--- config.mk ---
export PLATFORM = sky130hd
export DESIGN_NAME = multicycle_ctrl
export DESIGN_NICKNAME = d
export VERILOG_FILES = /design/src/rtl/multicycle_ctrl.sv
export SDC_FILE = /design/constraint.sdc
export NUM_CORES = 1
export LEC_CHECK = 0
export CAP_MARGIN = 10
export CORE_UTILIZATION = 52
export DETAILED_ROUTE_END_ITERATION = 8
export PLACE_DENSITY = 0.86
export SLEW_MARGIN = 20
export SYNTH_ARGS = -nofsm -noshare
export SYNTH_HDL_FRONTEND = slang
export SYNTH_SLANG_ARGS = --single-unit
export TNS_END_PERCENT = 10
--- constraint.sdc ---
create_clock -name CLK -period 4.49 [get_ports CLK]
set_input_delay 0.898 -clock CLK [delete_from_list [all_inputs] [get_ports CLK]]
set_output_delay 0.898 -clock CLK [all_outputs]
set_load 0.01 [all_outputs]
--- src/rtl/multicycle_ctrl.sv ---
// multicycle_ctrl: Moore control FSM for a multicycle RV32I subset core.
// Each instruction is stepped through FETCH/DECODE/execute/memory/writeback
// states. The FSM drives the datapath selects and write enables, and it
// counts retired instructions.
module multicycle_ctrl (
  input  logic        CLK,
  input  logic        RST,
  input  logic [6:0]  op,
  input  logic [2:0]  funct3,
  input  logic        funct7b5,
  input  logic        Zero,
  output logic        PCWrite,
  output logic        AdrSrc,
  output logic        MemWrite,
  output logic        IRWrite,
  output logic        RegWrite,
  output logic [1:0]  ResultSrc,
  output logic [1:0]  ALUSrcA,
  output logic [1:0]  ALUSrcB,
  output logic [2:0]  ALUControl,
  output logic [1:0]  ImmSrc,
  output logic        illegal,
  output logic [31:0] instret
);

  localparam int unsigned CNT_W = 32;

  localparam logic [6:0] OP_LW   = 7'b0000011;
  localparam logic [6:0] OP_SW   = 7'b0100011;
  localparam logic [6:0] OP_RTYP = 7'b0110011;
  localparam logic [6:0] OP_ITYP = 7'b0010011;
  localparam logic [6:0] OP_BEQ  = 7'b1100011;
  localparam logic [6:0] OP_JAL  = 7'b1101111;

  localparam logic [2:0] ALU_ADD = 3'b000;
  localparam logic [2:0] ALU_SUB = 3'b001;
  localparam logic [2:0] ALU_AND = 3'b010;
  localparam logic [2:0] ALU_OR  = 3'b011;
  localparam logic [2:0] ALU_SLT = 3'b101;

  typedef enum logic [3:0] {
    S_FETCH    = 4'd0,
    S_DECODE   = 4'd1,
    S_MEMADR   = 4'd2,
    S_MEMREAD  = 4'd3,
    S_MEMWB    = 4'd4,
    S_MEMWRITE = 4'd5,
    S_EXECR    = 4'd6,
    S_EXECI    = 4'd7,
    S_ALUWB    = 4'd8,
    S_BEQ      = 4'd9,
    S_JAL      = 4'd10
  } state_e;

  state_e           state_q, state_d;
  logic [CNT_W-1:0] instret_q, instret_d;

  // Raw per-state decode, before derived outputs and reset gating
  logic       pc_update;
  logic       branch;
  logic [1:0] alu_op;
  logic       adr_src;
  logic       mem_write;
  logic       ir_write;
  logic       reg_write;
  logic [1:0] result_src;
  logic [1:0] alu_src_a;
  logic [1:0] alu_src_b;
  logic       illegal_op;
  logic       retire;
  logic       state_valid;
  logic [2:0] alu_ctl;
  logic [1:0] imm_src;

  // State and retired-instruction counter registers
  always_ff @(posedge CLK) begin
    if (RST) begin
      state_q   <= S_FETCH;
      instret_q <= '0;
    end else begin
      state_q   <= state_d;
      instret_q <= instret_d;
    end
  end

  // Next-state and Moore output decode
  always_comb begin
    state_d     = S_FETCH;
    pc_update   = 1'b0;
    branch      = 1'b0;
    alu_op      = 2'b00;
    adr_src     = 1'b0;
    mem_write   = 1'b0;
    ir_write    = 1'b0;
    reg_write   = 1'b0;
    result_src  = 2'b00;
    alu_src_a   = 2'b00;
    alu_src_b   = 2'b00;
    illegal_op  = 1'b0;
    retire      = 1'b0;
    state_valid = 1'b1;
    case (state_q)
      S_FETCH: begin
        state_d    = S_DECODE;
        ir_write   = 1'b1;
        pc_update  = 1'b1;
        alu_src_b  = 2'b10;
        result_src = 2'b10;
      end
      S_DECODE: begin
        alu_src_a = 2'b01;
        alu_src_b = 2'b01;
        case (op)
          OP_LW, OP_SW: state_d = S_MEMADR;
          OP_RTYP:      state_d = S_EXECR;
          OP_ITYP:      state_d = S_EXECI;
          OP_BEQ:       state_d = S_BEQ;
          OP_JAL:       state_d = S_JAL;
          default: begin
            state_d    = S_FETCH;
            illegal_op = 1'b1;
          end
        endcase
      end
      S_MEMADR: begin
        state_d   = op[5] ? S_MEMWRITE : S_MEMREAD;
        alu_src_a = 2'b10;
        alu_src_b = 2'b01;
      end
      S_MEMREAD: begin
        state_d = S_MEMWB;
        adr_src = 1'b1;
      end
      S_MEMWB: begin
        result_src = 2'b01;
        reg_write  = 1'b1;
        retire     = 1'b1;
      end
      S_MEMWRITE: begin
        adr_src   = 1'b1;
        mem_write = 1'b1;
        retire    = 1'b1;
      end
      S_EXECR: begin
        state_d   = S_ALUWB;
        alu_src_a = 2'b10;
        alu_op    = 2'b10;
      end
      S_EXECI: begin
        state_d   = S_ALUWB;
        alu_src_a = 2'b10;
        alu_src_b = 2'b01;
        alu_op    = 2'b10;
      end
      S_ALUWB: begin
        reg_write = 1'b1;
        retire    = 1'b1;
      end
      S_BEQ: begin
        alu_src_a = 2'b10;
        alu_op    = 2'b01;
        branch    = 1'b1;
        retire    = 1'b1;
      end
      S_JAL: begin
        alu_src_a = 2'b01;
        alu_src_b = 2'b10;
        pc_update = 1'b1;
        retire    = 1'b1;
      end
      default: begin
        // Unreachable encodings recover to FETCH with everything quiet
        state_d     = S_FETCH;
        state_valid = 1'b0;
      end
    endcase
  end

  // Retire count advances on the edge leaving a final instruction state
  always_comb begin
    instret_d = instret_q;
    if (retire) begin
      instret_d = instret_q + CNT_W'(1);
    end
  end

  // ALU operation decode from ALUOp and the instruction function fields
  always_comb begin
    alu_ctl = ALU_ADD;
    case (alu_op)
      2'b00: alu_ctl = ALU_ADD;
      2'b01: alu_ctl = ALU_SUB;
      default: begin
        case (funct3)
          3'b000:  alu_ctl = (op[5] & funct7b5) ? ALU_SUB : ALU_ADD;
          3'b010:  alu_ctl = ALU_SLT;
          3'b110:  alu_ctl = ALU_OR;
          3'b111:  alu_ctl = ALU_AND;
          default: alu_ctl = ALU_ADD;
        endcase
      end
    endcase
  end

  // Immediate format follows the opcode in every state so the extender is ready after DECODE
  always_comb begin
    imm_src = 2'b00;
    case (op)
      OP_SW:   imm_src = 2'b01;
      OP_BEQ:  imm_src = 2'b10;
      OP_JAL:  imm_src = 2'b11;
      default: imm_src = 2'b00;
    endcase
  end

  // Output drive; reset forces every output low so nothing is written during reset
  always_comb begin
    PCWrite    = 1'b0;
    AdrSrc     = 1'b0;
    MemWrite   = 1'b0;
    IRWrite    = 1'b0;
    RegWrite   = 1'b0;
    ResultSrc  = 2'b00;
    ALUSrcA    = 2'b00;
    ALUSrcB    = 2'b00;
    ALUControl = 3'b000;
    ImmSrc     = 2'b00;
    illegal    = 1'b0;
    instret    = '0;
    if (!RST) begin
      PCWrite    = pc_update | (branch & Zero);
      AdrSrc     = adr_src;
      MemWrite   = mem_write;
      IRWrite    = ir_write;
      RegWrite   = reg_write;
      ResultSrc  = result_src;
      ALUSrcA    = alu_src_a;
      ALUSrcB    = alu_src_b;
      ALUControl = state_valid ? alu_ctl : 3'b000;
      ImmSrc     = state_valid ? imm_src : 2'b00;
      illegal    = illegal_op;
      instret    = instret_q;
    end
  end

endmodule

==> implementation parameters <==
Parameter                              Value

Outcome
  Run status ... completed

Final layout
  Layout cell share with drive strength beyond 1 ... ~6.6%
  Layout fillers ... approximately 320
  Number of diodes added for antenna fixing ... 0
  Layout overhead on the synthesized area ... 34.2%
  Post-route non-filler standard cell count ... ~400
  Number of nets in the layout ... between 300 and 400

Worst setup path
  CP Max Fanout ... 6
  Master of the slowest instance on the critical path ... clkdlybuf4s50_1
  Combined buffer and inverter count along the critical path ... 2
  Crit path largest cell delay ... between 500 and 600 ps
  Top cell by count, worst path ... clkdlybuf4s50_1
  Cells along the critical path ... clkdlybuf4s50_1, and3b_1, a31oi_1, nor2_1, nor4bb_1, clkdlybuf4s50_1
  Required time of the critical path ... 3590 ps
  WP data arrival ... ~2700 ps
  Kind of critical path ... in2out
  Crit start category ... primary input
  Setup crit end kind ... primary output
  Category of cells accounting for the largest share of critical-path delay ... buffers and inverters

Logic synthesis
  Share of flip-flops with an asynchronous set or reset after synthesis ... 0%
  Cell area after synthesis ... approximately 2300 um2
  Area fraction in compound gates after synthesis ... 7.89%
  Gate count of the mapped netlist ... ~300
  Basic-gate share of the synthesized area counting and, or, nand and nor cells ... 43.0%
  Flip-flop and latch count after synthesis ... 36
  Combinational family with the most area after synthesis ... simple AND/OR/NAND/NOR gates
  Most used DFF post-synth ... dfxtp_1
  Number of distinct library cells after synthesis ... 45
  Share of the yosys chip area belonging to registers ... 31.8%
  Share of cell area taken by muxes after synthesis ... between 2 and 2.5%
  Total of warnings raised by yosys ... 0
  Synthesized net count ... ~310
  Arithmetic-cell share of the synthesized area counting full adders, half adders and majority gates ... 0.552%
  Average instance area after synthesis ... ~7.7 um2
  Count of flip-flops with a built-in enable after synthesis ... 0
  XOR/XNOR Fraction of Synth Area ... between 10% and 20%

Timing
  Final worst path period share ... 80.6%
  Maximum clock skew at final layout ... roughly 11 ps
  Final setup violation count ... 0
  Worst Tran Pin Value ... about 640 ps
  Setup repair after global routing missed its margin ... no
  Max Transition Viols Final ... 0
  Final Hold Viols ... 0
  Headroom to the max-slew limit ... approximately 57%
  Setup TNS Final ... 0 ps
  Maximum clock frequency ... about 280 MHz
  Fin crit period ... 3620 ps

Floorplanning
  Area enclosed by the die boundary ... between 4000 and 5000 um2
  Site Rows ... 23
  Die X ... ~68 um
  Initial core utilization ... ~55%
  Core area ... slightly above 4000 um2
  Number of ports placed on the die boundary ... 63
  Die Height ... around 68 um

Detailed routing
  First DRT Iteration DRCs ... roughly 150
  Antenna viol nets, final ... 0
  Vias/cell ... ~5.7
  Drt drc ... 0
  Total Routed Length ... 5730 um
  Number of vias in the routed layout ... about 2300
  1st-pass router iterations ... 5
  Avg WL per Cell ... roughly 14 um

CTS
  Maximum level of the CTS H-tree ... 2
  Worst-skew pair later-pin latency ... 290 ps
  Quantity of gates resized following cts ... 0
  Clock Pin Slew Worst Setup and Hold Paths ... roughly 70 ps
  TritonCTS Sinks ... 36
  CTS tree ... yes
  Post-CTS Repair Setup Buffers ... 0
  Library cell used as clock root buffer ... clkbuf_8
  Clock buffers created by TritonCTS ... 5
  Maximum buffer depth of the clock tree ... 2
  Number of hold-repair buffers added at the cts stage ... 0

Global routing
  Vias in the first global route ... 2044
  Total overflow reported by the global router ... 0
  GRT Resource Usage Total ... between 20% and 30%
  Largest net degree at the start of global routing ... 29
  First-pass GRT wire length ... slightly above 9000 um
  Antenna violations before repair ... 0

Placed design
  Port Buffers ... between 60 and 70
  HPWL after DPL ... a little under 4000 um
  Number of placed cells counting well taps ... 391
  Routability congestion estimate ... between 0.8 and 0.9

Pwr
  Peak ir drop on the vdd network ... 162 uV
  Leakage ... slightly above 1 nW
  Pwr Density ... roughly 250 nW/um2

Run
  Max-cap viol count ... 0

Worst hold path
  Worst hold-check path type ... reg2reg
[worst paths after layout]
kind | depth (start not counted) | slack (ps) | startpoint | end
worst max-delay path | 6 | 870 | op[5] | ImmSrc[0]
worst min-delay path | 2 | 510 | instret_q[1] | instret_q[1]
worst max register to register | 5 | 1880 | state_q[3] | instret_q[20]
worst min register to register | 2 | 510 | instret_q[1] | instret_q[1]
[metal layers]
metal | global-route usage (%) | vias up | share of wire (%)
met3 | 6.17 | 9 | 4.9
met5 | 0 | - | 0
li1 | - | 1139 | -
met1 | 32.1 | 1058 | 43
met2 | 44.1 | 65 | 50
met4 | 8.59 | 0 | 2.0
[final cells by class]
type                    instances  area [um2]  share of cell area [%]
well taps                      50        62.6                    2.06
inverters                       5        18.8                   0.617
clock inverters                 3        90.1                    2.96
multi-input cells             236        1450                    47.7
flip-flops and latches         36         721                    23.7
repair buffers                 64         631                    20.7
clock buffers                   5        68.8                    2.26
[kinds of logic after synthesis]
kind of cell,count (synthesis)
AOI/OAI and AO/OA,29
and+or+nand+nor,175
xor gates and xnor gates,26
adders and majority gates,1
DFF,36
buffers and inverters,24
muxes,5
[cells in the mapped netlist (2+ instances only)]
cell	instances	area share [%]
a21oi_1	12	2.6
a31oi_1	2	0.55
and2_1	3	0.83
and3_1	7	1.9
and4_1	3	1.2
buf_1	2	0.33
clkbuf_1	15	2.5
dfxtp_1	36	32
inv_1	5	0.83
mux2_2	5	2.5
nand2_1	21	3.5
nand2b_1	3	0.83
nand3_1	16	3.5
nand4_1	9	2.5
nor2_1	38	6.3
nor2b_1	32	8.8
nor3_1	11	2.4
nor4_1	12	3.3
nor4_2	2	1.1
o21ai_0	6	1.3
or3_1	4	1.1
or4_1	5	1.7
xnor2_1	18	7.0
xor2_1	8	3.1
[worst reg2reg max path: stages (launching register included)]
cell	delay, ps
dfxtp_1	640
xnor2_1	250
o22a_1	470
nor4_2	500
nor2b_1	260
mux2_2	370
[stage by stage]
stage / area, um2 / hold slack, ps / utilization [%] / power, mW / worst slack (ps)
2_1_floorplan: 2270 / 465 / - / 0.358 / 1730
3_3_place_gp: 2880 / 487 / 70.6 / 0.383 / 916
3_5_place_dp: 2880 / 500 / 70.6 / 0.385 / 916
4_1_cts: 3040 / 510 / 74.5 / 0.777 / 894
5_1_grt: 3040 / 552 / 74.5 / 0.794 / 801
6_report: 3040 / 514 / 74.5 / 0.774 / 870
[sequential cells by signal, indices dropped and copies added, names as in the netlist]
register and flops:
state_q 4, instret_q 32
[cells in the final DEF (no fill, tap or decap), types with 2 or more instances in the layout]
master / n
a21oi_1: 12
a31oi_1: 2
and2_1: 3
and3_1: 7
and4_1: 3
buf_4: 2
bufinv_16: 3
clkbuf_8: 5
clkdlybuf4s50_1: 61
dfxtp_1: 36
inv_1: 5
mux2_2: 5
nand2_1: 21
nand2b_1: 3
nand3_1: 16
nand4_1: 9
nor2_1: 38
nor2b_1: 32
nor3_1: 11
nor4_1: 12
nor4_2: 2
o21ai_0: 6
or3_1: 4
or4_1: 5
xnor2_1: 18
xor2_1: 8
[report_power, final]
group | internal [mW] | leakage (nW) | switching (mW)
registers | 0.320 | 0.290 | 0.00437
clock network | 0.278 | 0.0784 | 0.118
logic | 0.0261 | 0.649 | 0.0276
total | 0.624 | 1.02 | 0.150
(Power assumes the default switching activity.)
